==> config.mk <==
export PLATFORM = sky130hd
export DESIGN_NAME = shift_ctrl
export DESIGN_NICKNAME = d
export VERILOG_FILES = /design/src/rtl/shift_ctrl.sv
export SDC_FILE = /design/constraint.sdc
export NUM_CORES = 1
export LEC_CHECK = 0
export ABC_AREA = 1
export BUFFER_PORTS_ARGS = -buffer_cell sky130_fd_sc_hd__buf_4
export CORE_ASPECT_RATIO = 1.25
export CORE_MARGIN = 2
export CORE_UTILIZATION = 40
export CTS_CLUSTER_SIZE = 25
export DETAILED_ROUTE_END_ITERATION = 10
export GPL_TIMING_DRIVEN = 0
export PLACE_DENSITY = 0.64
export REMOVE_ABC_BUFFERS = 1
export SETUP_SLACK_MARGIN = 0.4
export SKIP_LAST_GASP = 1
export SLEW_MARGIN = 30
export SYNTH_ARGS = -nofsm -noshare
export SYNTH_HDL_FRONTEND = slang
export SYNTH_SLANG_ARGS = --single-unit
==> constraint.sdc <==
create_clock -name clk -period 1.7 [get_ports clk]
set_clock_uncertainty 0.2 [all_clocks]
set_input_delay 0.17 -clock clk [delete_from_list [all_inputs] [get_ports clk]]
set_output_delay 0.17 -clock clk [all_outputs]
set_load 0.02 [all_outputs]
==> src/rtl/shift_ctrl.sv <==
// Iterative shift/rotate sequencer: SHR, SHRA, SHL, ROR, ROL at up to STEP positions per clock.
// Optional SHIFT_CTRL_FASTPATH_EN replaces the STEP-limited stepper with a full 32-bit barrel shift.
module shift_ctrl #(
    parameter int STEP = 4
) (
    input  logic        clk,
    input  logic        rst_n,
    input  logic        start,
    input  logic        abort,
    input  logic [2:0]  op,
    input  logic [31:0] a,
    input  logic [31:0] b,
    output logic        busy,
    output logic        done,
    output logic [31:0] result
);

    localparam logic [2:0] OP_SHR  = 3'd0;
    localparam logic [2:0] OP_SHRA = 3'd1;
    localparam logic [2:0] OP_SHL  = 3'd2;
    localparam logic [2:0] OP_ROR  = 3'd3;
    localparam logic [2:0] OP_ROL  = 3'd4;

    typedef enum logic [1:0] {
        IDLE = 2'd0,
        RUN  = 2'd1,
        DONE = 2'd2
    } state_t;

    state_t      state_q, state_d;
    logic [2:0]  op_q, op_d;
    logic [5:0]  cnt_q, cnt_d;
    logic [31:0] acc_q, acc_d;

    logic [5:0]  n_ld;
    logic        op_legal;
    logic [5:0]  k;
    logic [5:0]  cnt_next;
    logic [31:0] acc_step;

    // Rotates use a doubled word so the wrap-around bits fall out of one shift.
    function automatic logic [31:0] shift_by(input logic [31:0] v, input logic [2:0] o,
                                             input logic [5:0] amt);
        logic [63:0] t;
        t = 64'd0;
        case (o)
            OP_SHR:  return v >> amt;
            OP_SHRA: return $unsigned($signed(v) >>> amt);
            OP_SHL:  return v << amt;
            OP_ROR: begin
                t = {v, v} >> amt;
                return t[31:0];
            end
            OP_ROL: begin
                t = {v, v} << amt;
                return t[63:32];
            end
            default: return v;
        endcase
    endfunction

    always_comb begin
        op_legal = (op <= OP_ROL);
        n_ld     = 6'd0;
        case (op)
            OP_SHR, OP_SHRA, OP_SHL: n_ld = (|b[31:5]) ? 6'd32 : {1'b0, b[4:0]};
            OP_ROR, OP_ROL:          n_ld = {1'b0, b[4:0]};
            default:                 n_ld = 6'd0;
        endcase
    end

`ifdef SHIFT_CTRL_FASTPATH_EN
    always_comb begin
        k        = cnt_q;
        acc_step = shift_by(acc_q, op_q, cnt_q);
    end
`else
    localparam logic [5:0] STEP_W = 6'(STEP);

    // Only constant shifts of 1..STEP are built, selected by k.
    always_comb begin
        k        = (cnt_q > STEP_W) ? STEP_W : cnt_q;
        acc_step = acc_q;
        for (int j = 1; j <= STEP; j++) begin
            if (k == j[5:0]) acc_step = shift_by(acc_q, op_q, j[5:0]);
        end
    end
`endif

    assign cnt_next = cnt_q - k;

    always_comb begin
        state_d = state_q;
        op_d    = op_q;
        cnt_d   = cnt_q;
        acc_d   = acc_q;
        case (state_q)
            IDLE: begin
                if (start && !abort) begin
                    op_d    = op;
                    acc_d   = op_legal ? a : 32'd0;
                    cnt_d   = n_ld;
                    state_d = (n_ld == 6'd0) ? DONE : RUN;
                end
            end
            RUN: begin
                // The step taken in the abort cycle still lands in the accumulator.
                acc_d = acc_step;
                cnt_d = cnt_next;
                if (abort)                   state_d = IDLE;
                else if (cnt_next == 6'd0)   state_d = DONE;
            end
            DONE:    state_d = IDLE;
            default: state_d = IDLE;
        endcase
    end

    always_ff @(posedge clk or negedge rst_n) begin
        if (!rst_n) begin
            state_q <= IDLE;
            op_q    <= 3'd0;
            cnt_q   <= 6'd0;
            acc_q   <= 32'd0;
        end else begin
            state_q <= state_d;
            op_q    <= op_d;
            cnt_q   <= cnt_d;
            acc_q   <= acc_d;
        end
    end

    assign busy   = (state_q != IDLE);
    assign done   = (state_q == DONE);
    assign result = acc_q;

endmodule

==> results of run 1 <==
-- registers in the layout, indices dropped and copies added, names as in the netlist --
| name | cells |
|---|---|
| op_q | 3 |
| state_q | 2 |
| cnt_q | 6 |
| result | 32 |
-- where the power goes --
group | switching (W) | internal, W
Clock | 0.000426 | 0.000575
Combinational | 0.00605 | 0.00373
Sequential | 0.000802 | 0.00153
-- cells in the mapped netlist, drive strengths merged --
cell	count
nand2	220
nand3	149
nor2	77
a21oi	58
inv	47
dfrtp	43
buf	30
a31oi	28
o21ai	12
clkbuf	9
o21bai	7
nand4	4
clkinv	3
o211ai	2
and2	1
nand3b	1
nor3	1
nor3b	1
nor4	1
o31ai	1
-- critical path, delay by kind of cell, from the launching register on --
| kind | cells | cell delay (ns) |
|---|---|---|
| buf+inv | 2 | 0.26 |
| flops | 1 | 0.45 |
| simple gates | 9 | 1.06 |
-- final cells by class --
cell class / instances / share of cell area [%]
flip-flops and latches: 43 / 16.0
clock inverters: 1 / 0.0730
clock buffers: 6 / 2.03
inverters: 50 / 3.87
repair buffers: 193 / 26.5
repair inverters: 6 / 1.08
multi-input cells: 573 / 48.1
well taps: 129 / 2.35
-- layout by cell type, fill, tap and decap left out, types with 4 or more instances in the layout --
| cell type | instances |
|---|---|
| o21bai_1 | 7 |
| nand2_1 | 200 |
| nor2_4 | 14 |
| nand3_2 | 38 |
| dfrtp_2 | 15 |
| buf_6 | 20 |
| buf_4 | 127 |
| clkbuf_16 | 7 |
| dfrtp_1 | 28 |
| dlygate4sd3_1 | 29 |
| nand2_4 | 6 |
| inv_4 | 5 |
| nand2_2 | 13 |
| nor2_2 | 16 |
| o21ai_1 | 5 |
| buf_12 | 10 |
| nand3_1 | 106 |
| inv_8 | 4 |
| inv_1 | 36 |
| nor2_1 | 48 |
| a21oi_1 | 45 |
| a21oi_2 | 13 |
| nand2_8 | 6 |
| o21ai_0 | 4 |
| nand3_4 | 7 |
| a31oi_1 | 27 |
-- worst max-delay path by stage --
stage,from,to,slack [ns]
floorplan,cnt_q[4],result[11],-1.26
global placement,state_q[1],result[4],-2.62
detailed placement,state_q[0],result[3],-2.03
CTS,cnt_q[5],result[5],-0.22
global route,cnt_q[4],result[11],-0.44
finish,cnt_q[4],result[11],-0.38
-- per-stage QoR --
stage	area [um^2]	std cells	TNS (ns)	hold slack, ns	power (W)
after floorplan	3830	656	-39.26	-0.326	0.00642
final	6850	1001	-9.27	-0.0170	0.0131
after global routing	6850	1001	-11.61	0.00171	0.0139
after detailed placement	4820	890	-64.75	0.0139	0.00846
after global placement	4770	889	-88.51	0.00764	0.00832
after CTS	6380	984	-5.87	0.000681	0.0117
-- logic make-up after synthesis --
group                  share of synthesized area [%]
and+or+nand+nor                                 48.3
buffers and inverters                           10.6
AOI/OAI and AO/OA                               14.7
DFF                                             26.4
-- routing by layer --
metal | up-vias | wire length, um | global-route usage, % | part of all wire [%]
met4 | 0 | 1280 | 18.7 | 6.6
met2 | 532 | 8890 | 57.1 | 46
met1 | 2757 | 6820 | 41.3 | 35
li1 | 2701 | - | - | -
met5 | - | 0 | 0 | 0
met3 | 133 | 2410 | 7.81 | 12
-- what timing repair did --
item | in CTS | in global routing
hold endpoints to repair | 72 | 0
setup endpoints to repair | 49 | 56
pin swaps | 24 | 45
hold buffers | 29 | 0
gates resized for setup | 134 | 89
cloned | 16 | 3
setup buffers | 42 | 14
==> impl_metrics.toml, run 1 <==
[sta]
finalCritPeriodShare_pct = 123
hold_viol_final = 2
tightest_slew_ns = 0.614
slew_headroom_pct = 59.0
fmax_ghz = 0.480
rsz0062_at_grt = "yes"
drv_slew = 0
fin_crit_ns = 2.08
setup_viol = 34
layout_setup_ws_ns = -0.384
fin_hold_ws_ns = -0.0170

[floorplan]
fp.dieH_um = 117
start_util_pct = 40.7
core_area_mm2 = 0.0100
rows = 41
die_area_mm2 = 0.0110
fp.dieW_um = 94.3
ios = 105

[clocking]
cts_buffer_depth = 2
clkTransAtPathRegs_ns = 0.07
numCtsBuffers = 5
tritoncts = "done"
cts-root-buf = "clkbuf_16"
h-tree-depth = 2
insertion_delay_ns = 0.29
cts_sinks = 43

[cells_and_area]
layout.nets = 943
final_core_util_pct = 68.5
fillerInstances = 839
diodes = 0
layout.area.seq_mm2 = 0.00109
drive_gt1_share_pct = 37.7
synthToLayoutAreaGrowth_pct = 68.2
multi_input_area_mm2 = 0.00330

[power_and_ir_drop]
vdd_drop_max_mv = 0.732
p_per_area_mw_per_mm2 = 1910
p_leak_nw = 3.26

[critical_path]
required_ns = 1.69
cp.arrival_ns = 2.07
r2r_end = "result[11]"
r2r_cells = 11
setup.worst_path.start_class = "flip-flop"
slowest_delay_ns = 0.45
path_class = "reg -> reg"
path_cells = "nor2_4 > nand4_4 > nor2_4 > clkbuf_16 > inv_8 > nand2_1 > nand3_2 > nand3_2 > nand2_2 > nand2_1 > nand2_2"
crit_fanout = 8
critPathCaptureType = "flip-flop"
rrSetupSlack_ns = -0.38
slowest_stage = "dfrtp_2"
crit-reg2reg-launch = "cnt_q[4]"

[place]
dp_hpwl_um = 8990
gp_congestion = 0.851
numPortBuffers = 104
dp_slack_ns = -2.03

[synth]
seq_area_frac_synth_pct = 26.4
ys_types = 29
netlist_area_mm2 = 0.00408
yosysTopAreaCell = "dfrtp_1"
synthTopCellsByArea = "dfrtp_1 (26%), nand2_1 (20%), nand3_1 (18%), a21oi_1 (7.1%), nor2_1 (6.9%)"
synth_top_area_share_pct = 26.4
netlist_instances = 695
ys_warn_count = 0
syn_avg_cell_area_um2 = 5.86
ys_ff_latch = 43

[grt]
antenna_found_initial = 0
track_usage_pct = 34.4
grt_pass1_wl_um = 29500
grt_max_degree = 44
grt_pass1_vias = 5800
grt_overflow = 0

[route]
via_count = 6123
routed_wl_um = 19400
drt_iter0_markers = 846
viasPerCell = 6.12
ant_nets = 0
wire_per_inst_um = 19.4
drc_errors = 0
drt-pass1-iter-count = 7

[worst_hold_path]
hp-start = "a[3]"
min_to = "result[3]"
worst_hold_path_type = "in -> reg"
min_path_cells = 3

[run_status]
violations = "negative hold slack, negative setup slack"
status = "complete, but fails checks"

[job]
maxCapViolations = 0
(Power assumes the default switching activity.)
==> run 2: changes to the inputs <==
--- a/config.mk
+++ b/config.mk
@@ -8,11 +8,10 @@
 export ABC_AREA = 1
 export BUFFER_PORTS_ARGS = -buffer_cell sky130_fd_sc_hd__buf_4
 export CORE_ASPECT_RATIO = 1.25
-export CORE_MARGIN = 2
+export CORE_MARGIN = 3
 export CORE_UTILIZATION = 40
 export CTS_CLUSTER_SIZE = 25
 export DETAILED_ROUTE_END_ITERATION = 10
-export GPL_TIMING_DRIVEN = 0
 export PLACE_DENSITY = 0.64
 export REMOVE_ABC_BUFFERS = 1
 export SETUP_SLACK_MARGIN = 0.4
==> run 2 against run 1 <==
Compared with the run above:
- the flow still finishes with violations (negative hold slack, negative setup slack)
- hold slack improved by 0.016 ns
- critical path depth is 1 lower
- utilization shrank 1.8 points
- global-route usage shrank 7.2 points
- wire length down 18%
- sequential share of layout area increased by 0.77 points
- non-clock buffer count up 24
- combinational power shrank 7.1%
- fmax grew 13%
- sequential cell count stayed put
- sequential power down 3%
- largest power group unchanged
==> impl_metrics.toml, run 2 (synthesis results as in run 1) <==
[sta]
drv_slew = 0
finalCritPeriodShare_pct = 108
slew_headroom_pct = 60.6
rsz0062_at_grt = "yes"
fin_crit_ns = 1.84
hold_viol_final = 1
setup_viol = 32
tightest_slew_ns = 0.591
layout_setup_ws_ns = -0.143
fin_hold_ws_ns = -0.000535
fmax_ghz = 0.543

[clocking]
clkTransAtPathRegs_ns = 0.06
numCtsBuffers = 5
h-tree-depth = 2
cts_buffer_depth = 2
cts_sinks = 43
tritoncts = "done"
cts-root-buf = "clkbuf_16"
insertion_delay_ns = 0.29

[job]
maxCapViolations = 0

[floorplan]
ios = 105
core_area_mm2 = 0.00976
die_area_mm2 = 0.0114
rows = 40
start_util_pct = 41.8
fp.dieW_um = 96.3
fp.dieH_um = 119

[grt]
track_usage_pct = 27.2
grt_max_degree = 44
grt_pass1_wl_um = 25400
grt_pass1_vias = 5426
grt_overflow = 0
antenna_found_initial = 0

[cells_and_area]
final_common_cell = "nand2_1"
diodes = 0
layout_common_cells = "nand2_1 (174), buf_4 (150), nand3_1 (144), nor2_1 (63), a21oi_1 (54)"
layout.area.seq_mm2 = 0.00109
largest_reg_flops = 32
drive_gt1_share_pct = 33.6
multi_input_area_mm2 = 0.00283
layout.nets = 951
fillerInstances = 874
synthToLayoutAreaGrowth_pct = 59.7

[route]
routed_wl_um = 16000
via_count = 5647
wire_per_inst_um = 15.9
viasPerCell = 5.61
drc_errors = 0
ant_nets = 0
drt-pass1-iter-count = 8
drt_iter0_markers = 565

[place]
numPortBuffers = 104
dp_hpwl_um = 10300
dp_slack_ns = -0.288
gp_congestion = 0.945

[critical_path]
crit_fanout = 8
setup.worst_path.start_class = "flip-flop"
critPathCaptureType = "flip-flop"
cp.arrival_ns = 1.82
required_ns = 1.67
path_class = "reg -> reg"

[power_and_ir_drop]
pwr-share-seq_pct = 18.4
p_sw_w = 0.00623
netSwitchingFraction_pct = 50.5
power_frac_comb_pct = 73.7
p_int_w = 0.00610
fin_total_pwr_w = 0.0123
clkPwrFrac_pct = 8.0
p_leak_nw = 3.23
p_per_area_mw_per_mm2 = 1890
vdd_drop_max_mv = 0.718

[worst_hold_path]
worst_hold_path_type = "in -> reg"

[run_status]
violations = "negative hold slack, negative setup slack"
status = "complete, but fails checks"
==> run 2: layout make-up <==
class                      instances  share of cell area (%)
multi-input combinational        563                    43.4
timing repair buffer             217                    31.9
sequential                        43                    16.7
inverter                          50                    3.40
tap                              126                    2.42
clock buffer                       7                    2.04
clock inverter                     1                  0.0769
==> run 2: worst paths after layout <==
path	start	to	slack [ns]	cells after the start
min in group asynchronous	rst_n	result[14]	0.23	2
setup reg to reg	cnt_q[4]	result[19]	-0.14	10
setup / recovery	cnt_q[4]	result[19]	-0.14	10
hold reg to reg	result[0]	result[0]	0.37	2
max in group asynchronous	rst_n	result[29]	0.64	2
hold / removal	a[5]	result[5]	-0.0005	3
==> run 2: timing repair <==
item	in CTS	in global routing
gates cloned	2	7
resized for setup	51	86
pin swaps	10	6
setup endpoints to repair	51	56
hold buffers	26	0
buffers inserted	8	8
hold endpoints to repair	69	0
==> run 2: worst max-delay path, cell delays in order, from the launching register on <==
cell and delay, ns:
dfrtp_1 0.40, nor2_2 0.17, nand4_4 0.14, nor2_4 0.13, buf_8 0.16, buf_12 0.12
nand3_1 0.07, nand2_1 0.06, nor2_1 0.05, o21bai_1 0.14, a21oi_1 0.08
==> run 2: metrics by stage <==
step / cell area [um^2] / hold slack [ns] / utilization [%] / setup TNS [ns] / std cells
2_1_floorplan: 3830 / -0.326 / - / -39.26 / 656
3_3_place_gp: 5320 / 0.00810 / 54.6 / -5.39 / 948
3_5_place_dp: 5320 / 0.0133 / 54.6 / -7.73 / 948
4_1_cts: 6000 / 0.000232 / 61.5 / -3.13 / 992
5_1_grt: 6510 / 0.00607 / 66.7 / -6.75 / 1007
6_report: 6510 / -0.000535 / 66.7 / -3.24 / 1007
==> run 2: power by group through the flow <==
| stage | clock network (W) | logic [W] | registers [W] |
|---|---|---|---|
| floorplan | 0 | 0.00398 | 0.00243 |
| global placement | 0 | 0.00722 | 0.00212 |
| detailed placement | 0 | 0.00729 | 0.00212 |
| CTS | 0.000997 | 0.00801 | 0.00214 |
| global route | 0.00103 | 0.00992 | 0.00232 |
| finish | 0.000980 | 0.00908 | 0.00226 |
==> run 2: per-layer routing <==
metal  GRT usage [%]  up-vias  share of wire, %
met3            3.54       39               8.1
met1            34.2     2599                39
met2            46.6      311                50
met4            9.96        0               2.7
met5               0        -                 0
li1                -     2698                 -
